## config.mk

```make
export PLATFORM = sky130hd
export DESIGN_NAME = vt512_image_loader
export DESIGN_NICKNAME = d
export VERILOG_FILES = /design/src/rtl/vt512_image_loader.sv
export SDC_FILE = /design/constraint.sdc
export NUM_CORES = 1
export LEC_CHECK = 0
export BUFFER_PORTS_ARGS = -buffer_cell sky130_fd_sc_hd__clkbuf_2
export CAP_MARGIN = 30
export CORE_ASPECT_RATIO = 1.5
export CORE_MARGIN = 2
export CORE_UTILIZATION = 55
export DETAILED_ROUTE_END_ITERATION = 8
export PLACE_DENSITY_LB_ADDON = 0.08
export SLEW_MARGIN = 20
export SYNTH_ARGS = -nofsm -noshare
export SYNTH_HDL_FRONTEND = slang
export SYNTH_SLANG_ARGS = --single-unit
```

## constraint.sdc

```tcl
create_clock -name dt24_clk_i -period 4.1 [get_ports dt24_clk_i]
set_clock_uncertainty 0.1 [all_clocks]
set_input_delay 0.82 -clock dt24_clk_i [delete_from_list [all_inputs] [get_ports dt24_clk_i]]
set_output_delay 0.82 -clock dt24_clk_i [all_outputs]
set_load 0.02 [all_outputs]
```

## src/rtl/vt512_image_loader.sv

```systemverilog
// Image-capture sequencer: decodes a one-word size/channel header from the dt24
// stream, then steers each pixel word to its channel memory at (row, col).
module vt512_image_loader #(
    parameter int DATA_WIDTH          = 24,
    parameter int MAX_IMAGE_SIZE      = 512,
    parameter int MAX_IMAGE_SIZE_LOG2 = 9
) (
    input  logic                         dt24_clk_i,
    input  logic                         wb_rst_i,
    input  logic                         start_i,
    input  logic                         abort_i,
    input  logic                         dt24_we_i,
    input  logic [DATA_WIDTH-1:0]        dt24_data_i,
    output logic [2:0]                   mem_we_o,
    output logic [MAX_IMAGE_SIZE_LOG2:0] mem_row_o,
    output logic [MAX_IMAGE_SIZE_LOG2:0] mem_col_o,
    output logic [DATA_WIDTH-1:0]        mem_data_o,
    output logic [MAX_IMAGE_SIZE_LOG2:0] size_o,
    output logic                         three_ch_o,
    output logic                         busy_o,
    output logic                         done_o,
    output logic                         err_o
);

    localparam int CW = MAX_IMAGE_SIZE_LOG2 + 1;

    typedef enum logic [1:0] {
        ST_IDLE   = 2'd0,
        ST_HEADER = 2'd1,
        ST_PIXEL  = 2'd2,
        ST_DONE   = 2'd3
    } state_t;

    state_t                state_q, state_d;
    logic [CW-1:0]         row_q, row_d;
    logic [CW-1:0]         col_q, col_d;
    logic [1:0]            ch_q, ch_d;
    logic [CW-1:0]         size_q, size_d;
    logic                  three_q, three_d;
    logic                  err_q, err_d;
    logic                  busy_q, busy_d;
    logic                  done_q, done_d;
    logic [2:0]            mem_we_q, mem_we_d;
    logic [CW-1:0]         mem_row_q, mem_row_d;
    logic [CW-1:0]         mem_col_q, mem_col_d;
    logic [DATA_WIDTH-1:0] mem_data_q, mem_data_d;

    logic [CW-1:0] hdr_n_s;
    logic          hdr_three_s;
    logic          hdr_valid_s;
    logic [CW-1:0] last_idx_s;
    logic          ch_last_s;
    logic          col_last_s;
    logic          row_last_s;

    // The header carries N in the low index-width bits and channel mode just above.
    assign hdr_n_s     = dt24_data_i[CW-1:0];
    assign hdr_three_s = dt24_data_i[CW];
    assign hdr_valid_s = (hdr_n_s != {CW{1'b0}}) && (hdr_n_s <= CW'(MAX_IMAGE_SIZE));

    // Counters are CW bits wide, so N-1 for N = MAX_IMAGE_SIZE is representable.
    assign last_idx_s = size_q - CW'(1);
    assign ch_last_s  = !three_q || (ch_q == 2'd2);
    assign col_last_s = (col_q == last_idx_s);
    assign row_last_s = (row_q == last_idx_s);

    // Next-state, counter advance and write-port decode.
    always_comb begin
        state_d    = state_q;
        row_d      = row_q;
        col_d      = col_q;
        ch_d       = ch_q;
        size_d     = size_q;
        three_d    = three_q;
        err_d      = err_q;
        done_d     = 1'b0;
        mem_we_d   = 3'b000;
        mem_row_d  = mem_row_q;
        mem_col_d  = mem_col_q;
        mem_data_d = mem_data_q;

        if (abort_i) begin
            state_d = ST_IDLE;
        end else begin
            case (state_q)
                ST_IDLE: begin
                    if (start_i) begin
                        state_d = ST_HEADER;
                        err_d   = 1'b0;
                    end else begin
                        state_d = ST_IDLE;
                    end
                end
                ST_HEADER: begin
                    if (dt24_we_i && hdr_valid_s) begin
                        size_d  = hdr_n_s;
                        three_d = hdr_three_s;
                        row_d   = {CW{1'b0}};
                        col_d   = {CW{1'b0}};
                        ch_d    = 2'd0;
                        state_d = ST_PIXEL;
                    end else if (dt24_we_i) begin
                        err_d   = 1'b1;
                        state_d = ST_IDLE;
                    end else begin
                        state_d = ST_HEADER;
                    end
                end
                ST_PIXEL: begin
                    if (dt24_we_i) begin
                        mem_we_d   = 3'b001 << ch_q;
                        mem_row_d  = row_q;
                        mem_col_d  = col_q;
                        mem_data_d = dt24_data_i;
                        if (ch_last_s && col_last_s && row_last_s) begin
                            state_d = ST_DONE;
                            done_d  = 1'b1;
                        end else if (ch_last_s && col_last_s) begin
                            ch_d  = 2'd0;
                            col_d = {CW{1'b0}};
                            row_d = row_q + CW'(1);
                        end else if (ch_last_s) begin
                            ch_d  = 2'd0;
                            col_d = col_q + CW'(1);
                        end else begin
                            ch_d = ch_q + 2'd1;
                        end
                    end else begin
                        state_d = ST_PIXEL;
                    end
                end
                ST_DONE: begin
                    state_d = ST_IDLE;
                end
                default: begin
                    state_d = ST_IDLE;
                end
            endcase
        end

        busy_d = (state_d != ST_IDLE);
    end

    // State and registered outputs.
    always_ff @(posedge dt24_clk_i or posedge wb_rst_i) begin
        if (wb_rst_i) begin
            state_q    <= ST_IDLE;
            row_q      <= {CW{1'b0}};
            col_q      <= {CW{1'b0}};
            ch_q       <= 2'd0;
            size_q     <= {CW{1'b0}};
            three_q    <= 1'b0;
            err_q      <= 1'b0;
            busy_q     <= 1'b0;
            done_q     <= 1'b0;
            mem_we_q   <= 3'b000;
            mem_row_q  <= {CW{1'b0}};
            mem_col_q  <= {CW{1'b0}};
            mem_data_q <= {DATA_WIDTH{1'b0}};
        end else begin
            state_q    <= state_d;
            row_q      <= row_d;
            col_q      <= col_d;
            ch_q       <= ch_d;
            size_q     <= size_d;
            three_q    <= three_d;
            err_q      <= err_d;
            busy_q     <= busy_d;
            done_q     <= done_d;
            mem_we_q   <= mem_we_d;
            mem_row_q  <= mem_row_d;
            mem_col_q  <= mem_col_d;
            mem_data_q <= mem_data_d;
        end
    end

    assign mem_we_o   = mem_we_q;
    assign mem_row_o  = mem_row_q;
    assign mem_col_o  = mem_col_q;
    assign mem_data_o = mem_data_q;
    assign size_o     = size_q;
    assign three_ch_o = three_q;
    assign busy_o     = busy_q;
    assign done_o     = done_q;
    assign err_o      = err_q;

endmodule
```

**After elaboration in Yosys (flattened, before gate mapping)**

Cells that the tools add are included.
Widths: inputs -> output; s select.

- Flip-flop bits (word level): 85
- Input bits: 29

- $add $sub $neg: 4
- Bitwise operators: 1
- Reductions and logical operators: 17
- Equality and inequality tests: 14
- Shift operators: 1
- Multiplexer cells: 34
- Order comparisons: 1

Operator list:

| kind | count |
|---|---|
| $mux 10 | 8 |
| $pmux 10 s2 | 2 |
| $add 10x1->10 const B | 2 |
| $eq 10x10->1 | 2 |
| $mux 2 | 9 |
| $ne 2x2->1 const B | 7 |
| $reduce_and 6->1 | 2 |
| $le 10x10->1 const B | 1 |
| $reduce_and 5->1 | 2 |
| $reduce_bool 10->1 | 1 |
| $sub 10x1->10 const B | 1 |
| $mux 1 | 9 |
| $mux 3 | 3 |
| $pmux 2 s4 | 1 |
| $eq 2x2->1 const B | 3 |
| $reduce_and 3->1 | 2 |
| $reduce_bool 2->1 | 3 |
| $logic_and 1x1->1 | 4 |
| $pmux 2 s2 | 1 |
| $ne 3x3->1 const B | 1 |
| $shl 1x2->3 const A | 1 |
| $add 2x1->2 const B | 1 |
| $eq 2x1->1 const B | 1 |
| $logic_not 2->1 | 1 |
| other kinds (4) | 4 |

**Logic depth before layout (Yosys ltp)**

- Word-level depth: 9
- Gate-level depth with buffers: 11
- Gate-level depth less buffers: 9

**Worst setup path after synthesis**

OpenSTA, ideal clock, no wires.

- Path type: reg2reg
- From: register size_q[0], in the netlist size_o[0]
- To: register col_q[4]
- Cell stages (with the launch flop): 10
- Clock period less this slack: 3063 ps
- Arrival: 2823 ps
- Path buffers: 0
- Slack: 1037 ps
- Path through: dfrtp_1 -> inv_1 -> ha_1 -> nand2b_2 -> and3_1 -> o31a_1 -> or4_4 -> or4_1 -> a31oi_1 -> nor4b_2

- Cells in the longest elaborated chain, start to end: 7

Ends and longest elaborated chain:

| what | line | RTL |
|---|---|---|
| from (decl) | 38 | `logic [CW-1:0] size_q, size_d;` |
| from (signal assigned) | 151 | `size_q <= {CW{1'b0}};` |
| from (signal assigned) | 165 | `size_q <= size_d;` |
| $sub 10x1->10 (*) | 62 | `assign last_idx_s = size_q - CW'(1);` |
| $eq 10x10->1 | 64 | `assign col_last_s = (col_q == last_idx_s);` |
| $logic_and 1x1->1 | 115, 118 |  |
| $mux 10 | 118 | `end else if (ch_last_s && col_last_s) begin` |
| $mux 10 | 115 | `if (ch_last_s && col_last_s && row_last_s) begin` |
| $mux 10 | 110 | `if (dt24_we_i) begin` |
| $pmux 10 s2 | 85 | `case (state_q)` |
| to (signal assigned) | 149 | `col_q <= {CW{1'b0}};` |
| to (signal assigned) | 163 | `col_q <= col_d;` |
| to (decl) | 36 | `logic [CW-1:0] col_q, col_d;` |

Every way passes the cells marked *; elsewhere a longest branch is shown, timed or not. The select of a mux whose other input is x is not followed.
A chain may end at the register's enable or synchronous reset.

**Worst setup path after layout**

- From: register size_q[0], in the netlist size_o[0]
- To: register row_q[1]

- Cells in the longest elaborated chain, start to end: 6

Ends and longest elaborated chain:

| what | line | RTL |
|---|---|---|
| $sub 10x1->10 (*) | 62 |  |
| $eq 10x10->1 | 64 |  |
| $logic_and 1x1->1 | 115, 118 |  |
| $logic_and 1x1->1 | 115 |  |
| $ne 2x2->1 (no line) | - |  |
| $reduce_and 6->1 (no line) (*) | - |  |
| to (signal assigned) | 148 | `row_q <= {CW{1'b0}};` |
| to (signal assigned) | 162 | `row_q <= row_d;` |
| to (decl) | 35 | `logic [CW-1:0] row_q, row_d;` |

Every way passes the cells marked *; elsewhere a longest branch is shown, timed or not.

==> results.md <==
- Status: complete, no violations
- Clock Root Buffer: clkbuf_16
- Post-CTS Setup Bufs: 0
- Number of flops mapped to enable cells by yosys: 0
- Chip Width: 77.9 µm
- Final TNS setup: 0 ns
- Vias in the first global route: 3,645
- Number of DRC markers in iteration 0: 199
- DRC Markers: 0
- CP endpoint kind: flop
- Peak VDD IR: 371 µV
- Routed vias/inst: 5.82
- Critical R2R Capture: row_q[1]$_DFFE_PP0P_
- Fmax: 292 MHz
- Final Hold Slack: 0.382 ns
- Worst reg2reg setup slack: 0.67 ns
- Post-route clock period utilization: 83.6%
- Row count: 40
- Lkg Pwr: 2.58 nW
- Hold path depth: 2
- Initial Util: 56.3%
- Critical path required time: 4.26 ns
- Peak fanout along the critical path: 15
- CTS tree: built
- Die ar.: 8950 µm²
- Gr ovfl total: 0
- CTS resizes: 0
- Nets: 537
- Ys flop type: dfrtp_1
- RR Startpoint: size_o[0]$_DFFE_PP0P_
- Detailed Routing Iterations Pass 1: 4
- Port bufs: 89
- Reg2Reg Depth: 9
- Cell Area, Synth: 4510 µm²
- Worst Hold End: mem_row_o[3]$_DFFE_PP0P_
- Routed Antenna Nets: 0
- Reg clk slew, reported paths: 0.06 ns
- Clock power frac: 38.2%
- Combinational share of power: 22.5%
- Share of cells above drive strength 1: 36.3%
- Final Util: 67.8%
- Pint: 1.80 mW
- FF+latch count, synth: 85
- Antenna diode count: 0
- # setup viols final: 0
- Avg Inst Size Synth: 11.0 µm²
- Placed Area: 5070 µm²
- Worst hold start: mem_row_o[3]$_DFFE_PP0P_
- Num CTS Buffers: 9
- Fin cells: 607
- Ports: 90
- Distinct cells, synth: 62
- Register area share after synthesis: 47.2%
- H-tree levels: 3
- Worst slew margin relative to its limit: 53.9%
- Synthesis warning total: 0
- WP data arrival: 3.59 ns
- Max-Cap Viols: 0
- Total number of vias: 3,533
- FFs w/ async S/R, synth: 100%
- RePlAce Congestion: 0.875
- Fin. Hold Viols: 0
- DR WL/cell: 17.2 µm
- Final HPWL DP: 7690 µm
- Syn-to-layout area delta: 20.4%
- WL final: 10,400 µm
- Sink Count: 85
- RSZ-0062 raised after global routing: no
- Post-CTS Hold Fix Bufs: 0
- Max Slew Vio Count: 0
- WS Path Type: flop to flop
- Min Tclk post-route: 3.43 ns
- Seq pwr share: 39.3%
- Antenna violations before repair: 0
- Sw Pwr: 0.761 mW
- Switching share of total power: 29.7%
- First-pass GRT wire length: 17,100 µm
- Die height: 115 µm
- Bufs on Longest Clock Path: 2
- Overall Global Routing Usage: 24.5%
- Placed cell count: 591
- PwrDens: 472 nW/µm²
- Worst Setup Start Kind: flop
- Final instance area: 5430 µm²
- Slew at the pin closest to its max-slew limit: 0.689 ns
- Syn nets: 449
- Skew-Pair Late Insertion Delay: 0.34 ns
- Core area: 8010 µm²
- Syn Inst Count: 409
- Min-Delay Path Class: flop to flop
- Largest net degree at the start of global routing: 50
==> how the worst max path moves through the flow <==
stage,startpoint,to,slack (ns)
after global routing,size_o[0]$_DFFE_PP0P_,row_q[1]$_DFFE_PP0P_,0.54
after global placement,dt24_data_i[2],col_q[9]$_DFFE_PP0P_,0.85
after floorplan,wb_rst_i,busy_o$_DFF_PP0_,0.99
after detailed placement,size_o[0]$_DFFE_PP0P_,row_q[1]$_DFFE_PP0P_,0.75
after CTS,size_o[0]$_DFFE_PP0P_,row_q[1]$_DFFE_PP0P_,0.72
final,size_o[0]$_DFFE_PP0P_,row_q[1]$_DFFE_PP0P_,0.67
==> power groups by stage <==
stage	logic, mW	registers (mW)	clock network (mW)
2_1_floorplan	0.375	1.04	0
3_3_place_gp	0.569	1.02	0
3_5_place_dp	0.573	1.02	0
4_1_cts	0.577	1.01	0.992
5_1_grt	0.625	1.02	1.02
6_report	0.576	1.01	0.979
==> area by class of cell <==
class | count | area (µm²)
clock inverters | 6 | 135
multi-input cells | 283 | 2210
flip-flops and latches | 85 | 2130
well taps | 105 | 131
repair buffers | 96 | 518
fillers | 661 | 2580
clock buffers | 10 | 229
inverters | 22 | 83.8
==> worst max-delay path, stage by stage (launching register included) <==
cell and delay (ns):
dfrtp_1 0.50, inv_1 0.08, ha_1 0.28, nand2b_2 0.23, and3_1 0.19, o31a_1 0.28
nor4_1 0.44, o211ai_2 0.41, a21oi_2 0.59, mux2i_1 0.25
==> cell usage after synthesis, types with 2 or more instances <==
cell type   n  area share [%]
a21o_1      3            0.50
a21oi_1    14             1.6
a22o_1      3            0.58
a31o_2      2            0.39
a31oi_1     4            0.55
a41oi_1     2            0.39
and2_1      2            0.28
and3_1      7            0.97
buf_1       3            0.25
buf_2       4            0.44
clkbuf_1    8            0.67
clkbuf_2    2            0.22
dfrtp_1    85              47
ha_1       11             3.1
inv_1      22             1.8
mux2_2     51              13
mux2i_1     5             1.1
nand2_1    27             2.2
nand2b_1    7            0.97
nand3_1    15             1.7
nand4_1     9             1.2
nor2_1     13             1.1
nor2b_1     2            0.28
nor3_1      5            0.55
nor3_2      2            0.44
nor4_1      4            0.55
nor4_2      2            0.55
nor4b_2     2            0.67
o211ai_1    9             1.5
o21a_1      3            0.50
o21ai_0     6            0.67
o21ai_1     7            0.78
o21bai_1    4            0.67
o31ai_1     4            0.67
o41ai_1     2            0.39
or3_1       6            0.83
or4_1       8             1.3
xnor2_1    15             2.9
xor2_1      6             1.2
==> cell families (layout without fill, tap and decap cells) <==
kind of cell               Yosys count  after routing  synth area share, %
and+or+nand+nor                    122            122                 16.0
DFF                                 85             85                 47.2
AOI/OAI and AO/OA                   72             72                 11.4
muxes                               56             56                 13.8
buffers and inverters               41            134                 3.91
xor gates and xnor gates            22             22                 4.58
adders and majority gates           11             11                 3.05
==> stage by stage <==
step	setup slack, ns	power, mW
2_1_floorplan	0.987	1.42
3_3_place_gp	0.847	1.59
3_5_place_dp	0.755	1.60
4_1_cts	0.721	2.58
5_1_grt	0.543	2.67
6_report	0.671	2.56
==> cell usage in the layout, fill, tap and decap left out, types with 4 or more instances in the layout <==
master	Yosys	final
o21ai_0	6	6
xor2_1	6	6
nor2_1	13	13
clkbuf_16	0	9
o31ai_1	4	4
or4_1	8	8
o21bai_1	4	4
o211ai_1	9	9
and3_1	7	7
nor3_1	5	5
clkbuf_2	2	89
or3_1	6	5
mux2_2	51	51
xnor2_1	15	15
o21ai_1	7	7
a21oi_1	14	14
inv_1	22	21
bufinv_16	0	4
mux2i_1	5	5
nand2_1	27	27
nand2b_1	7	7
dfrtp_1	85	85
nand3_1	15	15
ha_1	11	11
nand4_1	9	9
nor4_1	4	4
buf_4	1	6
a31oi_1	4	4
==> per-layer routing <==
metal	global-route usage (%)	share of wire (%)	vias to the layer above
met2	44.3	53	96
met5	0	0	-
li1	-	-	1662
met3	5.10	4.5	22
met1	27.1	40	1753
met4	12.7	2.6	0
==> state kept, by name (all words and copies together), names as in the netlist <==
signal / flops
mem_col_o: 10
size_o: 10
mem_we_o: 3
mem_row_o: 10
state_q: 2
row_q: 10
col_q: 10
done_o: 1
mem_data_o: 24
err_o: 1
busy_o: 1
three_ch_o: 1
ch_q: 2
Note: power is estimated with default switching activity, not from simulation.
